--- config.mk ---
export PLATFORM = sky130hd
export DESIGN_NAME = lvds_tx_link_ctrl
export DESIGN_NICKNAME = d
export VERILOG_FILES = /design/src/rtl/lvds_tx_link_ctrl.sv
export SDC_FILE = /design/constraint.sdc
export NUM_CORES = 1
export LEC_CHECK = 0
export ABC_CLOCK_PERIOD_IN_PS = 2140
export CAP_MARGIN = 5
export CORE_MARGIN = 2
export CORE_UTILIZATION = 38
export DETAILED_ROUTE_END_ITERATION = 7
export PLACE_DENSITY_LB_ADDON = 0.1
export SETUP_SLACK_MARGIN = 0.1
export SLEW_MARGIN = 20
export SYNTH_ARGS = -nofsm -noshare
export SYNTH_HDL_FRONTEND = slang
export SYNTH_SLANG_ARGS = --single-unit
export TNS_END_PERCENT = 1
--- constraint.sdc ---
create_clock -name clk_sys -period 2.14 [get_ports clk_sys]
set_input_delay 0.428 -clock clk_sys [delete_from_list [all_inputs] [get_ports clk_sys]]
set_output_delay 0.428 -clock clk_sys [all_outputs]
set_load 0.01 [all_outputs]
--- src/rtl/lvds_tx_link_ctrl.sv ---
// lvds_tx_link_ctrl: transmit link controller for one LVDS serializer lane.
// Trains the link with TRAIN_WORD, then shares the single serializer word slot
// among NUM_REQ requesters round-robin. When nothing is pending, IDLE_WORD fills
// the slot, so the lane always carries a valid framed word once out of reset.
module lvds_tx_link_ctrl #(
  parameter int                    NUM_REQ    = 4,
  parameter int                    DATA_WIDTH = 8,
  parameter logic [DATA_WIDTH-1:0] TRAIN_WORD = 8'hA5,
  parameter logic [DATA_WIDTH-1:0] IDLE_WORD  = 8'h3C,
  parameter int                    TRAIN_LEN  = 16,
  localparam int                   GW         = (NUM_REQ > 1) ? $clog2(NUM_REQ) : 1
) (
  input  logic                          clk_sys,
  input  logic                          reset_n,
  input  logic [NUM_REQ-1:0]            req_valid,
  input  logic [NUM_REQ*DATA_WIDTH-1:0] req_data,
  output logic [NUM_REQ-1:0]            req_ready,
  output logic [DATA_WIDTH-1:0]         ser_data,
  output logic                          ser_valid,
  input  logic                          ser_ready,
  input  logic                          link_up,
  output logic                          link_active,
  output logic [GW-1:0]                 grant_id
);

  localparam int CW = $clog2(TRAIN_LEN + 1);

  localparam logic [0:0] ST_TRAIN  = 1'b0;
  localparam logic [0:0] ST_ACTIVE = 1'b1;

  logic [0:0]            state_q, state_d;
  logic [CW-1:0]         train_cnt_q, train_cnt_d;
  logic [GW-1:0]         grant_id_q, grant_id_d;
  logic [DATA_WIDTH-1:0] ser_data_q, ser_data_d;
  logic                  ser_valid_q, ser_valid_d;

  logic                  load_en;
  logic                  found;
  logic [GW-1:0]         win;
  logic [GW-1:0]         cand;
  logic [NUM_REQ-1:0]    grant;

  // The output register may take a new word when empty or when the serializer drains it.
  assign load_en = !ser_valid_q || ser_ready;

  // Round-robin search: first valid requester after the last grant, wrapping.
  always_comb begin
    found = 1'b0;
    win   = grant_id_q;
    cand  = grant_id_q;
    grant = '0;
    for (int k = 1; k <= NUM_REQ; k++) begin
      cand = GW'((int'(grant_id_q) + k) % NUM_REQ);
      if (!found && req_valid[cand]) begin
        found = 1'b1;
        win   = cand;
      end
    end
    if (found) grant[win] = 1'b1;
  end

  // Handshake back to requesters only on a real ACTIVE load with the link up.
  assign req_ready = (state_q == ST_ACTIVE && link_up && load_en) ? grant : '0;

  // Next-state: training counter, state transitions and output word selection.
  // The word loaded on an edge is chosen from the pre-transition state.
  always_comb begin
    state_d     = state_q;
    train_cnt_d = train_cnt_q;
    grant_id_d  = grant_id_q;
    ser_data_d  = ser_data_q;
    ser_valid_d = ser_valid_q;
    if (state_q == ST_TRAIN) begin
      if (ser_valid_q && ser_ready && train_cnt_q != CW'(TRAIN_LEN))
        train_cnt_d = train_cnt_q + 1'b1;
      if (train_cnt_q == CW'(TRAIN_LEN) && link_up)
        state_d = ST_ACTIVE;
      if (load_en) begin
        ser_data_d  = TRAIN_WORD;
        ser_valid_d = 1'b1;
      end
    end else if (!link_up) begin
      // Any link drop, however short, forces a full retraining.
      state_d     = ST_TRAIN;
      train_cnt_d = '0;
      if (load_en) begin
        ser_data_d  = TRAIN_WORD;
        ser_valid_d = 1'b1;
      end
    end else if (load_en) begin
      ser_valid_d = 1'b1;
      if (found) begin
        ser_data_d = req_data[win*DATA_WIDTH +: DATA_WIDTH];
        grant_id_d = win;
      end else begin
        ser_data_d = IDLE_WORD;
      end
    end
  end

  // State registers; grant pointer resets to the last index so requester 0 goes first.
  always_ff @(posedge clk_sys or negedge reset_n) begin
    if (!reset_n) begin
      state_q     <= ST_TRAIN;
      train_cnt_q <= '0;
      grant_id_q  <= GW'(NUM_REQ - 1);
      ser_data_q  <= '0;
      ser_valid_q <= 1'b0;
    end else begin
      state_q     <= state_d;
      train_cnt_q <= train_cnt_d;
      grant_id_q  <= grant_id_d;
      ser_data_q  <= ser_data_d;
      ser_valid_q <= ser_valid_d;
    end
  end

  assign ser_data    = ser_data_q;
  assign ser_valid   = ser_valid_q;
  assign grant_id    = grant_id_q;
  assign link_active = (state_q == ST_ACTIVE);

endmodule

==> results of run 1 <==
where the power goes:
group	switching (mW)	internal, mW
logic	0.422	0.452
registers	0.0567	0.399
clock network	0.101	0.0726
total	0.580	0.923
registers in the layout, summed over array words and instances, names as in the netlist:
signal,cells
ser_data,8
grant_id,2
ser_valid,1
link_active,1
train_cnt_q,5
routing by layer:
metal | global-route usage | vias to the layer above
met4 | 0.06667 | 0
li1 | - | 673
met3 | 0.02381 | 6
met1 | 0.2688 | 660
met2 | 0.4332 | 39
met5 | 0 | -
layout make-up:
class	count	area, um2	share of cell area
Tap cell	44	55.05	0.02672
Timing Repair Buffer	86	770.7	0.3740
Sequential cell	17	427.9	0.2076
Clock buffer	4	26.28	0.01275
Inverter	3	11.26	0.005464
Multi-Input combinational cell	109	769.5	0.3734
worst max-delay path by stage:
stage | startpoint | endpoint
2_1_floorplan | ser_valid$_DFFE_PN0P_ | req_ready[0]
3_3_place_gp | req_valid[1] | req_ready[3]
3_5_place_dp | req_valid[3] | req_ready[1]
4_1_cts | ser_valid$_DFFE_PN0P_ | req_ready[0]
5_1_grt | grant_id[0]$_DFFE_PN1P_ | req_ready[0]
6_report | grant_id[0]$_DFFE_PN1P_ | req_ready[1]
metrics by stage:
step                instance area (um2)  instances  power, mW  hold slack [ps]
finish                             2061        263      1.503            440.9
global route                       2061        263      1.624            445.3
CTS                                2049        263      1.503            440.4
detailed placement                 1966        255      1.273            485.2
global placement                   1966        255      1.246            471.3
floorplan                          1194        134     0.9410            132.4
cells in the final DEF (no fill, tap or decap), drive strengths merged, types with 5 or more instances in the layout:
cell / netlist / final
clkdlybuf4s50: 0 / 44
o31ai: 7 / 7
nand2b: 5 / 5
o31a: 6 / 6
nand2: 17 / 17
a21oi: 7 / 7
buf: 5 / 35
a211oi: 7 / 7
nor2: 14 / 14
dfrtp: 15 / 15
kinds of logic after synthesis:
logic type / count (synthesis) / synth area share
AND/OR/NAND/NOR: 55 / 0.2348
AO/OA/AOI/OAI: 43 / 0.2778
flip-flops: 17 / 0.3585
buffers and inverters: 8 / 0.03983
multiplexers: 5 / 0.04298
XOR/XNOR: 3 / 0.02202
adder cells (fa/ha/maj): 2 / 0.02096
other: 1 / 0.003142
critical path, cell delays in order, from the launching register on:
cell and delay (ps):
dfstp_2 550, buf_6 100, inv_2 30, and3_4 140, a2111o_1 370, nor2_1 110, buf_2 150
repair_timing:
item                                    in CTS  in global routing
pin swaps                                    4                  3
buffers inserted                             4                  0
endpoints found under the setup margin       5                  5
gates resized for setup                     37                  5
hold endpoints to repair                     0                  0
==> results.toml, run 1 <==
[status]
status = "complete, but fails checks"
violations = "setup timing"

[sta]
setup_ws_ps = -31.60
setup_viol = 2
rsz0062_at_grt = "true"
finalWorstPathRequiredPeriod_ps = 2172
skew_ps = 8.580
fmax_mhz = 460.5
slew_violations = 0
min_period_over_period = 1.015
hold_violations = 0
setup_tns_ps = -50.02

[detailed_routing]
vias = 1378
drt-met1-wl_um = 1555
drt_iter0_drc = 73
wl_met3_um = 140
drc = 0
drt-vias-per-instance = 5.240
ant_nets = 0
highest_layer = "met4"
first_pass_iters = 4
wl_per_cell_um = 14.80
wl_um = 3893
dr_wl_met2_um = 2145

[power_and_ir_drop]
powerDensity_nw_per_um2 = 729.5
max-vdd-ir-drop_mv = 0.5462
p_leak_nw = 0.8750

[cts]
hold_buffers = 0
cts_sinks = 17
cts_max_level = 1
clock_latency_ps = 300
clockRootBuffer = "clkbuf_4"
cts_made_buffers = 3
cts_buffer_depth = 2
cts_tree = "built"
path_clk_slew_ps = 100

[finish]
antenna_cells = 0
syn2layout_area_growth_pct = 72.64
fillCellCount = 245
drive_above_1_share = 0.2740
utilization = 0.6806
final_nets = 262

[critical_path]
r2r_slack_ps = 250
crit_required_ps = 1710
r2r_start = "grant_id[1]$_DFFE_PN1P_"
rr_worst_depth = 6
cp.arrival_ps = 1740
path_max_fanout = 3
endpoint_kind = "primary output"
r2r-end = "ser_data[3]$_DFFE_PN0P_"
worstSetupStartpointType = "flop"
critPathKind = "flop to primary output"

[placed_design]
io_buffers = 55
routabilityCongestion = 0.8223
post-place-ws_ps = -685.7
hpwl_um = 3153

[yosys]
syn_nets = 176
synth_cell_types = 40
synth_async_sr_flop_share = 1.000
yosysWarnings = 0
synth_area_um2 = 1194
synth_top_area_cell = "dfrtp_1"
synthDominantCellAreaShare = 0.3145
yosysMostFrequentCell = "nand2_1"
yosys-top-cells-area = "dfrtp_1, nand2_1, a211oi_1, dfstp_2, o31ai_1"
synthFlopType = "dfrtp_1"
seq_area_frac_synth = 0.3585
synthTopCellsByCount = "nand2_1, dfrtp_1, nor2_1, a211oi_1, o31ai_1"
post_synth.cell_area_avg_um2 = 8.908
synth_edf_count = 0
ys_ff_latch = 17
synthCells = 134

[die]
fp-row-count = 20
start_util = 0.3942
die_area_um2 = 3605
core_area_um2 = 3028
die_y_um = 60.05
die_width_um = 60.05
io_pins = 56

[global_route]
grt.total_usage = 0.2291
grt_max_degree = 18
antenna_found_initial = 0
grt_pass1_vias = 1341
gr-total-overflow = 0
grt_pass1_wl_um = 6147

[run]
max-cap-violations = 0

[worst_hold_path]
min_path_type = "input port to asynchronous set/reset pin"
Note: power is estimated with default switching activity, not from simulation.
==> inputs of run 2 (changes only) <==
- CORE_ASPECT_RATIO: not set -> 0.6
==> run 2 against run 1 <==
The flow now finishes without violations; sequential cell count unchanged; power rose by 9.1%; critical endpoint unchanged; largest cell class unchanged; cell area is 2.2% higher; largest power group unchanged; highest routed layer unchanged.
==> results.toml, run 2 (synthesis gave the netlist of run 1 again) <==
[cts]
cts_made_buffers = 3
cts_tree = "built"
cts_sinks = 17
cts_max_level = 1
clockRootBuffer = "clkbuf_8"
cts_buffer_depth = 2
clock_latency_ps = 250
hold_buffers = 0
path_clk_slew_ps = 60

[critical_path]
cp.arrival_ps = 1680
worst-path-buf-inv = 2
worstSetupStartpointType = "flop"
path_delay_family = "flip-flops"
path_cells = "inv_2 -> and3_4 -> a2111o_1 -> nor2_1 -> buf_2"
cpPeakStageDelay_ps = 580
endpoint_kind = "primary output"
path_max_fanout = 4
crit_required_ps = 1710
cp_slowest_cell = "dfstp_2"
critPathKind = "flop to primary output"

[detailed_routing]
wl_um = 4080
first_pass_iters = 4
wl_per_cell_um = 15.28
drc = 0
drt_iter0_drc = 85
ant_nets = 0
drt-vias-per-instance = 5.345
vias = 1427

[finish]
final_cell_mix = "clkdlybuf4s50_1, buf_4, nand2_1, dfrtp_1, nor2_1"
drive_above_1_share = 0.3022
utilization = 0.7197
design_area_um2 = 2107
fin_cells = 267
syn2layout_area_growth_pct = 76.52
largest_reg_flops = 8
antenna_cells = 0
final_nets = 268
final_common_cell = "clkdlybuf4s50_1"
fillCellCount = 219

[power_and_ir_drop]
internal_power_mw = 1.016
power_switching_uw = 623.6
seqPwrFrac = 0.282
powerDensity_nw_per_um2 = 778.1
combPwrFrac = 0.575
p_total_mw = 1.639
max-vdd-ir-drop_mv = 0.4930
swShare = 0.3804
clkPwrFrac = 0.143
p_leak_nw = 0.9072

[global_route]
grt_max_degree = 16
grt.total_usage = 0.2371
gr-total-overflow = 0
grt_pass1_wl_um = 6582
grt_pass1_vias = 1389
antenna_found_initial = 0

[sta]
setup_ws_ps = 33.65
min_period_over_period = 0.9843
setup_tns_ps = 0
slew_violations = 0
fmax_mhz = 474.8
hold_violations = 0
rsz0062_at_grt = "true"
skew_ps = 1.314
finalWorstPathRequiredPeriod_ps = 2106
fin_hold_ws_ps = 347.6
setup_viol = 0

[die]
die_y_um = 47.42
fp-row-count = 15
io_pins = 56
die_area_um2 = 3620
die_width_um = 76.36
start_util = 0.4077
core_area_um2 = 2928

[placed_design]
dp.cells = 258
hpwl_um = 3250
place_area_um2 = 2001
routabilityCongestion = 0.8799
io_buffers = 55
post-place-ws_ps = -715.1

[run]
max-cap-violations = 0

[worst_hold_path]
min_path_type = "input port to asynchronous set/reset pin"

[status]
status = "completed"
==> run 2: changes by cell type in the layout (fill, tap and decap cells not counted), sizes merged <==
cell / previous run / this run
clkdlybuf4s15: 2 / 3
dlygate4sd2: 4 / 1
buf: 35 / 43
clkbuf: 4 / 3
clkinv: 0 / 1
==> run 2: cell type report <==
type	count	area (um2)	share of cell area
clock inverter	1	5.005	0.002375
tap	42	52.55	0.02494
timing repair buffer	92	805.8	0.3824
multi-input combinational	109	763.2	0.3622
inverter	3	11.26	0.005344
clock buffer	3	41.29	0.01960
sequential	17	427.9	0.2031
==> run 2: power groups by stage <==
stage	sequential [mW]	combinational [mW]	clock, mW
after detailed placement	0.461	0.871	0
after global placement	0.455	0.843	0
final	0.462	0.942	0.235
after CTS	0.457	0.903	0.237
after floorplan	0.469	0.472	0
after global routing	0.469	1.03	0.265
==> run 2: worst paths after layout <==
kind / from / end / slack (ps) / cells after the start
hold reg to reg: ser_data[3]$_DFFE_PN0P_ / ser_data[3]$_DFFE_PN0P_ / 490 / 2
setup reg to reg: grant_id[1]$_DFFE_PN1P_ / ser_data[4]$_DFFE_PN0P_ / 240 / 6
min in group clk_sys: link_up / link_active$_DFF_PN0_ / 480 / 2
hold / removal: reset_n / ser_data[6]$_DFFE_PN0P_ / 350 / 1
setup / recovery: grant_id[0]$_DFFE_PN1P_ / req_ready[1] / 30 / 5
max in group asynchronous: reset_n / grant_id[0]$_DFFE_PN1P_ / 1320 / 2
==> run 2: layer usage <==
layer,share of wire,up-vias,GRT usage
li1,-,688,-
met1,0.45,687,0.2999
met2,0.49,50,0.4407
met3,0.063,2,0.06038
met4,0.0020,0,0.03273
met5,0,-,0
==> run 2: what timing repair did <==
action / 4_1_cts / 5_1_grt
pin swaps: 4 / 4
endpoints found under the setup margin: 8 / 4
buffers inserted: 4 / 1
gates resized for setup: 40 / 7
gates cloned: 0 / 0
